**config.mk**
```make
export PLATFORM = sky130hd
export DESIGN_NAME = fft_result_reader
export DESIGN_NICKNAME = d
export VERILOG_FILES = /design/src/rtl/fft_result_reader.sv
export SDC_FILE = /design/constraint.sdc
export NUM_CORES = 1
export LEC_CHECK = 0
export ABC_AREA = 1
export ABC_CLOCK_PERIOD_IN_PS = 4500
export BUFFER_PORTS_ARGS = -buffer_cell sky130_fd_sc_hd__buf_2
export CAP_MARGIN = 5
export CORE_MARGIN = 5
export CORE_UTILIZATION = 25
export CTS_BUF_LIST = sky130_fd_sc_hd__clkbuf_4 sky130_fd_sc_hd__clkbuf_8
export DETAILED_ROUTE_END_ITERATION = 16
export SYNTH_ARGS = -nofsm -noshare
export SYNTH_HDL_FRONTEND = slang
export SYNTH_SLANG_ARGS = --single-unit
```
**constraint.sdc**
```tcl
create_clock -name CLK -period 4.5 [get_ports CLK]
set_clock_uncertainty 0.15 [all_clocks]
set_input_delay 0.225 -clock CLK [delete_from_list [all_inputs] [get_ports CLK]]
set_output_delay 0.225 -clock CLK [all_outputs]
set_load 0.05 [all_outputs]
```
**src/rtl/fft_result_reader.sv**
```systemverilog
// fft_result_reader: drains a finished FFT result from the two read ports of the
// work RAM and streams it out one complex word per beat on a valid/ready interface.
// Port A fetches even bins and port B fetches odd bins. Each fetched pair goes into
// a two-pair FIFO, and the FIFO then emits the A word followed by the B word.
// A fetch is issued only while FIFO pairs plus in-flight pairs < 2.
// Build option: define FFT_RES_BITREV_EN when the core leaves its results in
// bit-reversed order. The RAM is then addressed at bitrev(bin), and the stream still
// comes out in natural bin order.
module fft_result_reader #(
  parameter int IWL = 32,
  parameter int AWL = 5
) (
  input  logic           CLK,
  input  logic           RST,
  input  logic           EN,
  input  logic           i_START,
  output logic [AWL-1:0] o_RAM_A_ADDR,
  output logic [AWL-1:0] o_RAM_B_ADDR,
  input  logic [IWL-1:0] i_RAM_A_DATA,
  input  logic [IWL-1:0] i_RAM_B_DATA,
  output logic [IWL-1:0] o_DATA,
  output logic [AWL-1:0] o_INDEX,
  output logic           o_VALID,
  input  logic           i_READY,
  output logic           o_LAST,
  output logic           o_BUSY
);

  // Pair counter width: N = 2**AWL bins form N/2 pairs.
  localparam int PW = AWL - 1;
  localparam logic [PW-1:0]  LAST_PAIR = {PW{1'b1}};
  localparam logic [AWL-1:0] LAST_BIN  = {AWL{1'b1}};

  typedef enum logic {IDLE, RUN} state_t;

  typedef struct packed {
    logic [IWL-1:0] a;   // even bin
    logic [IWL-1:0] b;   // odd bin
  } pair_t;

  state_t          state, state_next;
  pair_t           fifo_mem [2];
  logic            wr_ptr, rd_ptr;
  logic [1:0]      fifo_cnt;        // pairs held, including a half-drained head
  logic            inflight;        // a read was issued at the last enabled edge
  logic [PW-1:0]   pair_cnt;
  logic [PW-1:0]   pair_next;
  logic            fetch_done;
  logic            start_ok, fetch, capture, xfer, pop, last_xfer;

  // Map a natural bin index to the RAM location that holds it.
  function automatic logic [AWL-1:0] addr_map(input logic [AWL-1:0] k);
    logic [AWL-1:0] r;
`ifdef FFT_RES_BITREV_EN
    for (int i = 0; i < AWL; i++) r[i] = k[AWL-1-i];
`else
    r = k;
`endif
    return r;
  endfunction

  assign pair_next = pair_cnt + PW'(1);
  assign start_ok  = EN && (state == IDLE) && i_START;
  assign xfer      = EN && o_VALID && i_READY;
  assign last_xfer = xfer && (o_INDEX == LAST_BIN);
  // The odd bin is the second word of the head pair, so taking it frees the slot.
  assign pop       = xfer && o_INDEX[0];
  // RAM port EN is tied to EN, so a read still in flight waits for EN to return.
  assign capture   = EN && inflight;
  assign fetch     = EN && (state == RUN) && !fetch_done &&
                     (({1'b0, fifo_cnt} + {2'b00, inflight}) < 3'd2);

  // State register.
  always_ff @(posedge CLK) begin
    // NOTE: non-blocking assignments in clocked blocks give every register the
    // value it held before the edge, whatever order the statements are in.
    if (RST)     state <= IDLE;
    else if (EN) state <= state_next;
  end

  // Next-state logic. A start pulse seen in RUN, including the last-beat cycle, is dropped.
  always_comb begin
    // NOTE: the default comes first so every path assigns state_next and no latch is inferred.
    state_next = state;
    case (state)
      IDLE:    if (start_ok)  state_next = RUN;
      RUN:     if (last_xfer) state_next = IDLE;
      default: state_next = IDLE;
    endcase
  end

  // Output decode: busy flag, and the head word selected by the bin parity.
  always_comb begin
    o_BUSY  = (state == RUN);
    o_VALID = (fifo_cnt != 2'd0);
    o_LAST  = o_VALID && (o_INDEX == LAST_BIN);
    o_DATA  = '0;
    if (o_VALID) o_DATA = o_INDEX[0] ? fifo_mem[rd_ptr].b : fifo_mem[rd_ptr].a;
  end

  // Fetch sequencer. The addresses update together with the pair they name.
  // After the final pair they hold their last value.
  always_ff @(posedge CLK) begin
    if (RST) begin
      pair_cnt     <= '0;
      fetch_done   <= 1'b0;
      inflight     <= 1'b0;
      o_RAM_A_ADDR <= '0;
      o_RAM_B_ADDR <= '0;
    end else if (EN) begin
      inflight <= fetch;
      if (start_ok) begin
        pair_cnt     <= '0;
        fetch_done   <= 1'b0;
        o_RAM_A_ADDR <= addr_map(AWL'(0));
        o_RAM_B_ADDR <= addr_map(AWL'(1));
      end else if (fetch) begin
        if (pair_cnt == LAST_PAIR) begin
          fetch_done <= 1'b1;
        end else begin
          pair_cnt     <= pair_next;
          o_RAM_A_ADDR <= addr_map({pair_next, 1'b0});
          o_RAM_B_ADDR <= addr_map({pair_next, 1'b1});
        end
      end
    end
  end

  // FIFO pointers and occupancy.
  always_ff @(posedge CLK) begin
    if (RST) begin
      wr_ptr   <= 1'b0;
      rd_ptr   <= 1'b0;
      fifo_cnt <= 2'd0;
    end else if (EN) begin
      if (capture) wr_ptr <= ~wr_ptr;
      if (pop)     rd_ptr <= ~rd_ptr;
      fifo_cnt <= fifo_cnt + {1'b0, capture} - {1'b0, pop};
    end
  end

  // FIFO storage captures the RAM read data one cycle after the address.
  always_ff @(posedge CLK) begin
    // NOTE: storage is not reset; o_DATA is forced to zero while the FIFO is empty,
    // so stale entries are never visible.
    if (capture) fifo_mem[wr_ptr] <= {i_RAM_A_DATA, i_RAM_B_DATA};
  end

  // Output bin index. It wraps from N-1 back to 0 as the unload completes.
  always_ff @(posedge CLK) begin
    if (RST)       o_INDEX <= '0;
    else if (xfer) o_INDEX <= o_INDEX + AWL'(1);
  end

endmodule

```
Yosys cells after proc, flatten, opt, wreduce, memory -nomap -nowiden
Memory sizes are Yosys's and may differ from the RTL's. A register that Yosys moved wholly into a read port is not among the register bits.
Index checks and enable logic that the tools add are counted.
- logic and storage cells: 63
- latch bits: 0
- bits of input ports: 69
- register bits: 26
- memories: 1
- bits in writable memories: 128
- output and inout port bits: 50
- bits in read-only memories: 0
- memory list (memory ; depth ; width ; rd ports ; clocked after Yosys merged registers in ; wr ports ; line ; source):
    fifo_mem ; 2 ; 64 ; 1 ; 1 ; 1 ; 42 ; pair_t fifo_mem [2];
- div/mod/pow operators: 0
- shift operators: 0
- multiply operators: 0
- magnitude comparators: 1
- mux-type cells: 21
- reduce and logical (&&, ||, !) cells: 19
- equal/unequal tests: 3
- bitwise logic cells: 3
- add/subtract/negate cells: 5
- operators with widths (cell ; number):
    $mux W32 ; 2
    $mux W5 ; 6
    $mux W4 ; 3
    $logic_and A1 B1 Y1 ; 11
    $mux W1 ; 9
    $reduce_and A3 Y1 ; 2
    $reduce_bool A2 Y1 ; 3
    $add A5 B1 Y5 const B ; 1
    $eq A5 B5 Y1 const B ; 1
    $add A4 B1 Y4 const B ; 1
    $eq A4 B4 Y1 const B ; 1
    $reduce_and A2 Y1 ; 2
    $add A2 B1 Y3 ; 1
    $lt A3 B2 Y1 const B ; 1
    $not A1 Y1 ; 3
    $add A2 B1 Y2 ; 1
    $ne A2 B2 Y1 const B ; 1
    $pmux W1 S2 ; 1
    $sub A2 B1 Y2 ; 1
    $logic_not A1 Y1 ; 1

Depth between registers and ports, before layout
- depth in word-level cells: 7
- mapped depth: 12
- gate-level depth less buffers: 12

Least setup slack after synthesis
Ideal clock, no wire load.
- path kind: register -> register
- start point: register inflight
- end point: memory fifo_mem[1][0] (netlist name), enable pin
- data arrival time: 3149 ps
- period minus slack after synthesis: 3787 ps
- path slack: 713 ps
- stages on the path, launching flop included: 3
- cells stage by stage: dfxtp_1 > nand2_1 > nor2_1
- cells in the longest elaborated chain, start to end: 3
- RTL lines (what ; line ; source):
    start: declaration ; 45 ; logic inflight;
    start signal: assignment ; 111 ; inflight <= fetch;
    $logic_and A1 B1 Y1 ; 69 ; assign capture = EN && inflight;
    $mux W1 ; 146 ; if (capture) fifo_mem[wr_ptr] <= {i_RAM_A_DATA, i_RAM_B_DATA};
    $mux W1 (implied by the code) ; 146 ;
    end: declaration ; 42 ;
Every way passes these cells.

Worst setup path after layout
- start point: register o_INDEX[0]
- end point: output o_DATA[12]
- cells in the longest elaborated chain, start to end: 2
- RTL lines (what ; line ; source):
    start: declaration ; 22 ; output logic [AWL-1:0] o_INDEX,
    start signal: assignment ; 152 ; else if (xfer) o_INDEX <= o_INDEX + AWL'(1);
    $mux W32 (2 in series) ; 98 ; if (o_VALID) o_DATA = o_INDEX[0] ? fifo_mem[rd_ptr].b : fifo_mem[rd_ptr].a;
    end: declaration ; 21 ; output logic [IWL-1:0] o_DATA,
Every way passes these cells.

==> out/results.tsv <==
stage	metric	value	unit
grt	grt_use_total	11.5	%
min_path	min-delay-start	i_READY	
setup_path	critPathSlowestCell	dfxtp_2	
floorplanning	die_w	163	um
grt	grt_pass1_vias	4347	
finish	final_util	33.5	%
logic_synthesis	synthArstFlopShare	0	%
logic_synthesis	syn_avg_cell_area	11.6	um^2
power_and_ir_drop	p_total	2.74	mW
setup_path	critical_path_class	flop to output pin	
flow_run	drv_cap	0	
finish	fillerInstances	2379	
placement	dpl.cell_count	921	
drt	num_vias	4241	
finish	layout.nets	762	
clock_network	htreeDepth	4	
sta	period_share	66.5	%
finish	area_delta_synth_final	32.7	%
floorplanning	core.rowCount	56	
clock_network	cts_buffer_depth	2	
clock_network	ctsHoldBuffers	67	
sta	layout_setup_ws	1.51	ns
clock_network	ctsResizeCount	0	
floorplanning	io_pins	119	
sta	setup_viol	0	
setup_path	crit_path_end_kind	output pin	
sta	clock.fmax	334	MHz
sta	slew_violations	0	
power_and_ir_drop	leakage	2.99	nW
sta	tns	0	ns
setup_path	crit_start	o_INDEX[0]	
drt	drc_errors	0	
clock_network	clk_pin_slew_worst_paths	0.09	ns
sta	rsz0062_at_grt	false	
placement	place_area	0.00675	mm^2
finish	layout-drive-gt1-share	23.8	%
clock_network	post_cts_buffers	0	
floorplanning	start_util	25.2	%
setup_path	cp.buffers_inverters	3	
clock_network	cts_tree	built	
placement	globalplace.congestion	0.748	
clock_network	cts_num_sinks	146	
grt	antenna_found_initial	2	
setup_path	max_stage_delay	0.63	ns
logic_synthesis	synthesis.nets	582	
power_and_ir_drop	peakVddDrop	0.000148	V
logic_synthesis	ys_seq_area_share	71.5	%
drt	drtIter0Drc	163	
finish	seqCellArea	0.00421	mm^2
setup_path	crit_path_cell_trace	buf_4, inv_2, nor2_1, o21ai_0, a21oi_1, buf_2	
sta	slew_headroom	24.7	%
placement	dp_slack	1.92	ns
logic_synthesis	yosysUniqueCellTypes	24	
drt	ant_nets	0	
drt	wl	15200	um
setup_path	crit_required	4.12	ns
placement	portBuffers	117	
clock_network	worstSkewPairLatency	0.44	ns
logic_synthesis	ys_seq_elements	146	
clock_network	root_buffer	clkbuf_8	
setup_path	crit_family	buffers and inverters	
logic_synthesis	yosys-top-cells-area	edfxtp_1 (65%), nor2_1 (9.5%), dfxtp_1 (6.1%), a21oi_1 (3.6%), o21ai_0 (3.6%)	
logic_synthesis	synth_warnings	0	
drt	drt_pass1_iterations	4	
setup_path	crit_fanout	32	
floorplanning	die_y	163	um
sta	fin_crit	2.99	ns
drt	viasPerCell	4.15	
logic_synthesis	synth_common_cells	nor2_1 (149), edfxtp_1 (128), a21oi_1 (42), o21ai_0 (42), o21ai_1 (29)	
grt	grt_max_degree	66	
setup_path	worstPathArrival	2.62	ns
finish	fin_cells	1021	
floorplanning	core-area	0.0233	mm^2
logic_synthesis	syn_inst	508	
finish	fin_area	0.00780	mm^2
setup_path	r2r_cells	3	
min_path	hp-class	input pin to flop	
sta	hold_ws	0.0534	ns
setup_path	r2r_setup_slack	2.31	ns
logic_synthesis	synth_edf_count	128	
logic_synthesis	yosysTopAreaCellShare	65.4	%
setup_path	reg2reg_from	inflight	
status	status	complete, no violations	
min_path	hold_end	o_INDEX[3]	
sta	hold_viol	0	
logic_synthesis	synth-main-ff-cell	edfxtp_1	
grt	grt_pass1_wl	23400	um
logic_synthesis	synth_top_cell_by_area	edfxtp_1	
sta	worst_slew_pin_slew	1.13	ns
floorplanning	die_area	0.0267	mm^2
logic_synthesis	synth.most_common_cell	nor2_1	
power_and_ir_drop	power_density	351	mW/mm^2
min_path	holdPathStages	5	
placement	post-dp-hpwl	9160	um
grt	grt-ovfl-total	0	
drt	wire_per_inst	14.9	um
setup_path	startpoint_type	flop	
finish	multi_input_area	0.00142	mm^2
setup_path	r2r_end	fifo_mem[0][51]	
logic_synthesis	synthesis.area	0.00588	mm^2
clock_network	numCtsBuffers	17	
==> registers in the layout, indices dropped and copies added (netlist names), named ones only <==
signal and flops:
fifo_mem 128, o_INDEX 5, o_RAM_B_ADDR 5, fifo_cnt 2
fetch_done 1, inflight 1, o_BUSY 1, rd_ptr 1
wr_ptr 1
==> where the power goes <==
part | switching, mW | total, mW | internal (mW)
clock network | 0.557 | 1.01 | 0.454
logic | 0.144 | 0.233 | 0.0893
registers | 0.00827 | 1.49 | 1.48
==> cells by family after synthesis <==
kind of cell | after synthesis | share of synthesized area [%]
and+or+nand+nor | 190 | 12.9
buffers and inverters | 52 | 4.68
DFF | 146 | 71.5
other | 1 | 0.0638
adders and majority gates | 5 | 1.06
xor gates and xnor gates | 1 | 0.149
AOI/OAI and AO/OA | 113 | 9.62
==> cell type report <==
type	instances	share of cell area, %
Timing Repair Buffer	189	16.7
Tap cell	319	5.11
Multi-Input combinational cell	310	18.1
Sequential cell	146	53.9
Inverter	24	1.15
Antenna cell	1	0.0321
Clock buffer	17	3.00
Clock inverter	15	1.92
==> worst register-to-register path: stages, from the launching register on <==
cell and delay [ns]:
dfxtp_1 0.39, nand2_1 0.17, nor2_4 0.77, buf_12 0.37
==> worst max-delay path by stage <==
stage	end	slack, ns	cells after the start
2_1_floorplan	fifo_mem[1][0]	0.71	2
3_3_place_gp	o_DATA[17]	1.95	6
3_5_place_dp	o_DATA[17]	1.92	6
4_1_cts	o_DATA[17]	1.41	6
5_1_grt	o_DATA[6]	1.24	6
6_report	o_DATA[12]	1.51	6
==> layout by cell type, fill, tap and decap left out, types with 2 or more instances in the layout <==
cell	Yosys	final
nor2_1	149	147
ha_1	5	5
nand2_1	23	23
inv_6	0	3
a21oi_1	42	42
clkbuf_8	0	17
clkinvlp_4	0	2
nand2_2	3	3
o21ai_1	29	29
inv_8	0	3
o21ai_0	42	42
buf_2	7	117
dlygate4sd3_1	0	67
nor3_1	2	2
clkinv_4	0	4
nor2_4	2	4
nand4_1	3	3
dfxtp_1	18	16
nand3_1	5	5
dfxtp_2	0	2
inv_2	3	3
edfxtp_1	128	128
inv_1	21	21
buf_4	7	4
clkinv_2	0	2
==> layer usage <==
layer  share of wire (%)  up-vias  track usage (%)  wire (um)
met4                 1.2        2             3.70        186
met1                  45     2033             14.1       6820
met2                  50       81             19.6       7570
met5               0.086        -                0         13
li1                    -     2111                -          -
met3                 4.0       14             3.00        613
Note: power is estimated with default switching activity, not from simulation.
